--- config.mk ---
export PLATFORM = sky130hd
export DESIGN_NAME = sram_port_arbiter
export DESIGN_NICKNAME = d
export VERILOG_FILES = /design/src/rtl/sram_port_arbiter.sv
export SDC_FILE = /design/constraint.sdc
export NUM_CORES = 1
export LEC_CHECK = 0
export CORE_MARGIN = 3
export CORE_UTILIZATION = 42
export DETAILED_ROUTE_END_ITERATION = 12
export PLACE_DENSITY_LB_ADDON = 0.12
export SYNTH_ARGS = -nofsm -noshare
export SYNTH_HDL_FRONTEND = slang
export SYNTH_SLANG_ARGS = --single-unit
--- constraint.sdc ---
create_clock -name clk -period 4.2 [get_ports clk]
set_input_delay 0.84 -clock clk [delete_from_list [all_inputs] [get_ports clk]]
set_output_delay 0.84 -clock clk [all_outputs]
set_load 0.05 [all_outputs]
--- src/rtl/sram_port_arbiter.sv ---
// sram_port_arbiter: two-port arbiter sequencing one SRAM command per transaction.
// Requests are sampled only in IDLE; every output is decoded from registered state.
module sram_port_arbiter #(
    parameter int ADDR_W = 10,
    parameter int DATA_W = 32,
    parameter int RR     = 1
) (
    input  logic              clk,
    input  logic              rst_n,
    input  logic              p0_req,
    input  logic              p0_we,
    input  logic [ADDR_W-1:0] p0_addr,
    input  logic [DATA_W/8-1:0] p0_be,
    input  logic [DATA_W-1:0] p0_wdata,
    output logic              p0_ack,
    output logic [DATA_W-1:0] p0_rdata,
    input  logic              p1_req,
    input  logic              p1_we,
    input  logic [ADDR_W-1:0] p1_addr,
    input  logic [DATA_W/8-1:0] p1_be,
    input  logic [DATA_W-1:0] p1_wdata,
    output logic              p1_ack,
    output logic [DATA_W-1:0] p1_rdata,
    output logic [ADDR_W-1:0] sram_addr,
    output logic [DATA_W-1:0] sram_bm,
    output logic [DATA_W-1:0] sram_din,
    output logic              sram_wen,
    output logic              sram_ren,
    output logic              sram_men,
    input  logic [DATA_W-1:0] sram_dout,
    output logic              busy,
    output logic              grant
);
    localparam int BE_W = DATA_W / 8;

    typedef enum logic [1:0] {IDLE, CMD, WAIT, RESP} state_t;

    state_t              r_state, w_next;
    logic                r_we, r_grant, r_last_grant;
    logic [ADDR_W-1:0]   r_addr;
    logic [BE_W-1:0]     r_be;
    logic [DATA_W-1:0]   r_wdata, r_p0_rdata, r_p1_rdata, w_mask;
    logic                w_any, w_pick;

    always_comb begin
        w_any  = p0_req | p1_req;
        w_pick = (p0_req && p1_req) ? ((RR != 0) ? ~r_last_grant : 1'b0) : p1_req;
        w_next = r_state;
        case (r_state)
            IDLE:    w_next = w_any ? CMD : IDLE;
            CMD:     w_next = WAIT;
            WAIT:    w_next = RESP;
            default: w_next = IDLE;
        endcase
    end

    always_ff @(posedge clk or negedge rst_n) begin
        if (!rst_n)
            r_state <= IDLE;
        else
            r_state <= w_next;
    end

    // last_grant resets to 1 so port 0 wins the first tie
    always_ff @(posedge clk or negedge rst_n) begin
        if (!rst_n) begin
            r_we         <= 1'b0;
            r_addr       <= '0;
            r_be         <= '0;
            r_wdata      <= '0;
            r_grant      <= 1'b0;
            r_last_grant <= 1'b1;
        end else if (r_state == IDLE && w_any) begin
            r_we         <= w_pick ? p1_we : p0_we;
            r_addr       <= w_pick ? p1_addr : p0_addr;
            r_be         <= w_pick ? p1_be : p0_be;
            r_wdata      <= w_pick ? p1_wdata : p0_wdata;
            r_grant      <= w_pick;
            r_last_grant <= w_pick;
        end
    end

    always_ff @(posedge clk or negedge rst_n) begin
        if (!rst_n) begin
            r_p0_rdata <= '0;
            r_p1_rdata <= '0;
        end else if (r_state == WAIT && !r_we) begin
            if (r_grant)
                r_p1_rdata <= sram_dout;
            else
                r_p0_rdata <= sram_dout;
        end
    end

    for (genvar g = 0; g < BE_W; g++) begin : g_mask
        assign w_mask[8*g +: 8] = {8{r_be[g]}};
    end

    assign sram_men  = (r_state == CMD);
    assign sram_wen  = sram_men & r_we;
    assign sram_ren  = sram_men & ~r_we;
    assign sram_bm   = sram_wen ? w_mask : '0;
    assign sram_addr = r_addr;
    assign sram_din  = r_wdata;
    assign p0_ack    = (r_state == RESP) & ~r_grant;
    assign p1_ack    = (r_state == RESP) & r_grant;
    assign p0_rdata  = r_p0_rdata;
    assign p1_rdata  = r_p1_rdata;
    assign busy      = (r_state != IDLE);
    assign grant     = r_grant;
endmodule

==> metrics list, run 1 <==
- Met2 wire len: 7.64 mm
* Final Routed Wirelength: 14.7 mm
* Chip Width: 116 µm
- Layout Nets: 827
- Based on the critical path, the design can be clocked at up to 309 MHz.
- Summed over all cells, the static leakage comes to 3.46 nW.
- After technology mapping, the gate count stands at 448.
* Area of the multi-input gates: 0.00176 mm²
- Tcrit/Tclk final: 0.772
* Number of filler cells placed in the layout: 854
- VDD sags by at most ~0.5 mV.
- Die boundary height: about 120 µm
* Setup Total Neg Slack: 0 ns
- The min-delay analysis places its worst path in the category in -> async.
- For the worst flop-to-flop path, the logic depth is 6.
- The netlist uses 25 different library cells.
- Number of register bits inferred by synthesis: 115
- DR vias: 4250
- Initial detailed-routing violation count: 198
- Summed over all nets, wire length on met3 after detailed routing comes to 1.39 mm.
* First-pass iteration count of the detailed router: 4
* Via count of the first global-routing pass: between 4000 and 5000
* Initial antenna violation count: 0
- Top-Level Pins: 275
- Deepest level of the CTS H-tree: 4
* Die Outline Area: 0.0134 mm²
- Setup violations remaining at the end of the flow were counted as 0.
- Starting utilization of the core area: 0.436
- Count of hold-fix buffers inserted at cts: 0
- Count of cells resized by post-cts repair: 0
* Slew @ Worst Pin: 0.959 ns
- Clock skew on the completed layout was measured at 0.00955 ns.
* Clock slew at the register clock pins of the worst setup and hold paths: 0.05 ns
* Setup crit start kind: flip-flop
* Largest net degree at the start of global routing: 58
- Tightest slew margin relative to the limit: 0.361
- Final hold violations: 0
- Data on the critical path is required at its endpoint by 3.36 ns.
* Ratio of total power to cell area: 1020 mW/mm²
- Root Buffer: sky130_fd_sc_hd__clkbuf_16
- Global-route wire length before repair: 22.8 mm
* Clock buffer depth: 2
- After detailed routing, the number of vias per cell comes to 5.01.
- In this run the standard cell core region covers roughly 0.012 mm².
* Layout cells sized above 1: 0.147
* Portion of the post-synthesis area used by sequential elements: 0.571
- End of the worst register-to-register path: sram_din[0]
* Number of max-slew violations in the final report: 0
- Synth-to-Final Area Change: 63.0%
- CTS sink count: ~120
- Status: complete, no violations
* Final GP Congestion: 0.786
- Summing all flip-flop and latch instances after layout gives 0.00288 mm².
- Highest metal layer with signal wires: met4
* Synthesis Warnings: 0
- In this run the core area contains 39 standard-cell rows.
* Post-route total power: 8.36 mW
- CP Capture Point: sram_bm[8]
* Endpoint type of the worst setup path: primary output
- CTS tree: done
- Number of buffers created by CTS: 17
- Number of buffer cells added on primary ports: 274
- When the netlist entered floorplanning its net count stood at 582.
- The detail route stage leaves a number of antenna-violating nets equal to 0.
* Crit. Startpoint: r_state[1]
- Once layout is complete, the utilization of the core stands at 0.711.
* Average footprint of a synthesized cell: 11.3 µm²
* Max cap viols: 0
* Overflow left after global routing: 0
- Setup repair after global routing left no endpoint under its margin.
- For the finished layout, the period the worst path requires is roughly 3.2 ns.
- R2R Setup Slk: 2.07 ns
- Dividing the detail-routed wire length by the instance count gives 17.4 µm.
- All-layer global routing usage: 0.221
* Startpoint-to-endpoint class of the critical path: reg -> out
- Wire length on met1: 5.45 mm
- Top fanout value on the critical path: 8
- At the worst endpoint, the arrival time is 2.40 ns.
- In this run the cell area of the synthesized design comes to 0.00504 mm².
- Beginning of the worst register-to-register path: r_state[1]
- Buffers added to address setup during post-CTS repair amount to 0.
- DR DRC count: 0
* DP Wirelength: 10.7 mm
* Antenna cells: 0
- Clock Latency Late Sink: roughly 0.4 ns
==> worst min path at each step <==
stage / cells past startpoint / end / slack, ns / start
5_1_grt: 1 / p1_rdata[4] / 0.51 / p1_rdata[4]
4_1_cts: 1 / p1_rdata[4] / 0.50 / p1_rdata[4]
3_5_place_dp: 1 / p1_rdata[5] / 0.49 / p1_rdata[5]
6_report: 1 / p0_rdata[2] / 0.49 / rst_n
3_3_place_gp: 1 / p0_rdata[2] / 0.47 / p0_rdata[2]
2_1_floorplan: 1 / r_state[0] / 0.48 / r_state[0]
==> synthesized netlist by cell type <==
master / number / area [µm²]
sky130_fd_sc_hd__a21bo_2: 1 / 10.0
sky130_fd_sc_hd__nor2_1: 47 / 176
sky130_fd_sc_hd__o21a_1: 1 / 7.51
sky130_fd_sc_hd__a31oi_1: 1 / 6.26
sky130_fd_sc_hd__nand2_1: 49 / 184
sky130_fd_sc_hd__buf_6: 10 / 113
sky130_fd_sc_hd__o21ai_2: 1 / 8.76
sky130_fd_sc_hd__nor3b_4: 1 / 18.8
sky130_fd_sc_hd__dfstp_2: 1 / 26.3
sky130_fd_sc_hd__o21ai_0: 2 / 10.0
sky130_fd_sc_hd__buf_4: 32 / 240
sky130_fd_sc_hd__nor2b_1: 2 / 12.5
sky130_fd_sc_hd__a21boi_2: 1 / 11.3
sky130_fd_sc_hd__ha_1: 4 / 50.1
sky130_fd_sc_hd__buf_1: 1 / 3.75
sky130_fd_sc_hd__and2_1: 2 / 12.5
sky130_fd_sc_hd__and3_1: 4 / 25.0
sky130_fd_sc_hd__clkbuf_1: 5 / 18.8
sky130_fd_sc_hd__a21oi_1: 95 / 475
sky130_fd_sc_hd__nand3b_4: 1 / 20.0
sky130_fd_sc_hd__dfrtp_1: 114 / 2850
sky130_fd_sc_hd__mux2_1: 4 / 45.0
sky130_fd_sc_hd__mux2_2: 60 / 676
sky130_fd_sc_hd__buf_2: 6 / 30.0
sky130_fd_sc_hd__inv_1: 3 / 11.3
==> cells in the final DEF, fill, tap and decap left out, types with 5 or more instances in the layout <==
cell type	netlist	layout
sky130_fd_sc_hd__clkbuf_16	0	17
sky130_fd_sc_hd__nand2_1	49	49
sky130_fd_sc_hd__nor2_1	47	47
sky130_fd_sc_hd__a21oi_1	95	95
sky130_fd_sc_hd__buf_4	32	7
sky130_fd_sc_hd__clkdlybuf4s50_1	0	273
sky130_fd_sc_hd__mux2_2	60	60
sky130_fd_sc_hd__clkinvlp_4	0	5
sky130_fd_sc_hd__dfrtp_1	114	114
==> per-layer routing <==
| layer | GRT usage | vias up |
|---|---|---|
| met5 | 0 | - |
| met4 | 0.0782 | 0 |
| met3 | 0.0883 | 18 |
| met2 | 0.387 | 194 |
| met1 | 0.245 | 2061 |
| li1 | - | 1977 |
==> sequential cells by signal (all words and copies together) (netlist names) <==
name and count:
grant 1, p0_rdata 32, p1_rdata 32, r_be 4, r_last_grant 1, r_state 2
r_we 1, sram_addr 10, sram_din 32
==> logic make-up (layout without fill, tap and decap cells) <==
family / Yosys count / after routing / share of synthesized area
compound gates: 102 / 102 / 0.105
simple gates: 106 / 106 / 0.0890
flops: 115 / 115 / 0.571
mux: 64 / 64 / 0.143
fa+ha+maj: 4 / 4 / 0.00992
buf+inv: 57 / 315 / 0.0826
==> critical path, stage by stage (launching register included) <==
cell and delay [ns]:
sky130_fd_sc_hd__dfrtp_1 0.39, sky130_fd_sc_hd__inv_1 0.12, sky130_fd_sc_hd__ha_1 0.27, sky130_fd_sc_hd__and3_1 0.34, sky130_fd_sc_hd__clkdlybuf4s50_1 0.88
==> stage by stage <==
stage	setup slack (ns)	hold slack, ns	instances	instance area (µm²)
after floorplan	1.37	0.481	448	5040
after global routing	0.788	0.505	849	8220
after detailed placement	1.28	0.489	817	7620
after global placement	1.34	0.468	817	7620
final	0.959	0.492	849	8220
after CTS	0.926	0.501	849	8220
==> power breakdown <==
part           internal (mW)  switching, mW
sequential              1.69          0.333
combinational           1.69           3.21
clock                  0.945          0.499
==> area by class of cell <==
cell class,instances,share of cell area
clock buffers,19,0.0539
clock inverters,13,0.0195
inverters,3,0.00137
multi-input cells,276,0.215
flip-flops and latches,115,0.350
well taps,143,0.0218
repair buffers,280,0.339
Power figures use the tool's default switching activity.
==> run 2: changes to the inputs <==
--- a/config.mk
+++ b/config.mk
@@ -6,7 +6,7 @@
 export NUM_CORES = 1
 export LEC_CHECK = 0
 export CORE_MARGIN = 3
-export CORE_UTILIZATION = 42
+export CORE_UTILIZATION = 39
 export DETAILED_ROUTE_END_ITERATION = 12
 export PLACE_DENSITY_LB_ADDON = 0.12
 export SYNTH_ARGS = -nofsm -noshare
==> constraint.sdc (replaced) <==
create_clock -name clk -period 3 [get_ports clk]
set_input_delay 0.6 -clock clk [delete_from_list [all_inputs] [get_ports clk]]
set_output_delay 0.6 -clock clk [all_outputs]
set_load 0.05 [all_outputs]
==> metrics list, run 2 (synthesis gave the netlist of run 1 again) <==
- Deepest level of the CTS H-tree: 4
- Fill cells in the final layout number around 1000.
* Status: complete, no violations
- Layout Nets: 830
- Post-CTS timing repair inserted 0 buffers for setup.
- Entering global routing, the biggest net connects between 60 and 70 pins.
- The floorplan has 40 rows.
- The tightest min-delay check is of the in -> async type.
- Clk_skew: between 0.008 and 0.009 ns
* Startpoint-to-endpoint class of the critical path: reg -> out
* Critical path, cell by cell: inv_1 -> ha_1 -> nor2b_1 -> clkdlybuf4s50_1
- Adding up every negative setup slack in the final design gives 0 ns.
- All-layer global routing usage: 0.207
* Endpoint type of the worst setup path: primary output
- The routed design has 14.7 mm of wire.
- Chip Width: 120 µm
- With fillers left out, the area of the finished cells amounts to 0.00825 mm².
* Root Buffer: sky130_fd_sc_hd__clkbuf_16
* CTS sink count: between 100 and 150
- Max-cap violations in this run came to 0.
- Area of the placeable core: 0.0123 mm²
* Beginning of the worst register-to-register path: r_state[0]
- Most common cell after layout, fill and taps aside: sky130_fd_sc_hd__clkdlybuf4s50_1
- Number of max-slew violations in the final report: 0
* Layout cells sized above 1: 0.161
- Final GP Congestion: 0.799
* DP Wirelength: 10.9 mm
- During I/O placement, the number of pins put on the boundary was 275.
* DR vias: 4267
- Starting utilization of the core area: 0.410
- The worst-case IR drop observed on VDD is 0.717 mV.
- Leak: around 3.6 nW
* Data required, critical path: 2.40 ns
- Count of hold-fix buffers inserted at cts: 0
- For the pin with the worst max-slew slack, the measured transition is 0.572 ns.
- Overflow left after global routing: 0
* Top library cells by usage in the layout, fill and taps aside: 241 x sky130_fd_sc_hd__clkdlybuf4s50_1, 114 x sky130_fd_sc_hd__dfrtp_1, 95 x sky130_fd_sc_hd__a21oi_1, 60 x sky130_fd_sc_hd__mux2_2, 49 x sky130_fd_sc_hd__nand2_1
- Initial antenna violation count: 0
- Of all nets on the critical path, the largest fanout is 7.
* Top achievable clock speed: 360 MHz
- Global-route wire length before repair: 23.2 mm
- Final setup violation count: 0
- TritonCTS built the clock tree.
- At the later pin of the worst-skew pair, clock insertion delay measures about 0.40 ns.
* Length in cells of the worst reg-to-reg path: 5
* Tcrit/Tclk final: 0.926
- The detailed router put a total of roughly 5.6 mm of wire on met1.
* Delay of the slowest critical-path stage: 0.81 ns
- Number of buffer cells added on primary ports: 274
- R2R Setup Slk: ~0.95 ns
- On the critical path, the stage with the largest delay is an instance of sky130_fd_sc_hd__clkdlybuf4s50_1.
* Antenna cells: 0
* End of the worst register-to-register path: p0_rdata[19]
* Initial detailed-routing violation count: between 200 and 250
* Clock slew at the register clock pins of the worst setup and hold paths: 0.05 ns
- Die Outline Area: roughly 0.014 mm²
- DR DRC count: 0
- Compared with the post-synthesis result, the final layout area differs by 63.6%.
- Met2 wire len: 7.29 mm
- Data arrival time of the critical path: around 2.2 ns
* Ratio of total power to cell area: 1410 mW/mm²
- Clock buffer depth: 2
* Highest metal layer with signal wires: met4
- TritonCTS created 17 clock buffers.
- Final hold violations: 0
- Post-detailed-placement cell area: 0.00768 mm²
* Setup crit start kind: flip-flop
* Detailed route wirelength on metal3: 1.40 mm
- Average vias per placed instance: approximately 4.9
* Die boundary height: 120 µm
* Setup repair after global routing missed its margin: false
- Number of nets still failing antenna checks after routing: 0
* Tightest slew margin relative to the limit: 0.617
- The via count of the first global-routing pass is ~4500.
- The worst path in the final design needs a cycle of 2.78 ns, including I/O delays and setup.
- In the final routed layout, each cell accounts on average for 16.8 µm.
* First-pass iteration count of the detailed router: 4
run 2: layout make-up:
| type | instances | area, µm² | share of cell area |
|---|---|---|---|
| clock inverter | 10 | 130 | 0.0158 |
| multi-input combinational | 276 | 1760 | 0.214 |
| clock buffer | 22 | 474 | 0.0575 |
| sequential | 115 | 2880 | 0.349 |
| inverter | 3 | 11.3 | 0.00136 |
| tap | 168 | 210 | 0.0255 |
| timing repair buffer | 283 | 2780 | 0.337 |
run 2: timing repair:
action	CTS	global route
hold endpoints to repair	0	0
gates resized for setup	24	0
setup endpoints to repair	24	0
run 2: metrics by stage:
stage          setup slack [ns]  std cells  utilization  total power, mW  hold WS (ns)
2_1_floorplan             0.414        448            -             7.49         0.304
3_3_place_gp              0.488        845        0.624             9.63         0.467
3_5_place_dp              0.359        845        0.624             9.75         0.475
4_1_cts                   0.180        877        0.670             11.8         0.116
5_1_grt                  0.0988        877        0.670             12.2         0.124
6_report                  0.222        877        0.670             11.6         0.117
run 2: power by group:
part / internal [mW] / total [mW] / switching (mW)
clock network: 1.36 / 2.04 / 0.673
logic: 2.31 / 6.80 / 4.49
registers: 2.36 / 2.81 / 0.444
run 2: how the worst max path moves through the flow:
stage               startpoint          end  slack [ns]  depth (start not counted)
global placement    r_state[1]  sram_bm[16]        0.49                          4
finish              r_state[1]     sram_ren        0.22                          4
global route        r_state[1]     sram_ren         0.1                          4
floorplan           r_state[1]  sram_bm[10]        0.41                          4
detailed placement  r_state[1]  sram_bm[13]        0.36                          4
CTS                 r_state[1]     sram_ren        0.18                          4
run 2: routing by layer:
layer,up-vias,GRT usage
met5,-,0
met4,0,0.0838
met3,28,0.0820
met2,192,0.352
met1,2050,0.231
li1,1997,-
run 2: critical path: cells and delay by family (launching register included):
| family | cells | cell delay, ns |
|---|---|---|
| adders and majority gates | 1 | 0.30 |
| and+or+nand+nor | 1 | 0.16 |
| buffers and inverters | 2 | 0.93 |
| DFF | 1 | 0.39 |
==> run 3: changes to the inputs <==
--- a/config.mk
+++ b/config.mk
@@ -7,6 +7,7 @@
 export LEC_CHECK = 0
 export CORE_MARGIN = 3
 export CORE_UTILIZATION = 39
+export CTS_CLUSTER_SIZE = 10
 export DETAILED_ROUTE_END_ITERATION = 12
 export PLACE_DENSITY_LB_ADDON = 0.12
 export SYNTH_ARGS = -nofsm -noshare
==> results of run 3 <==
Final layout, timing and power as in run 2 (identical DEF).
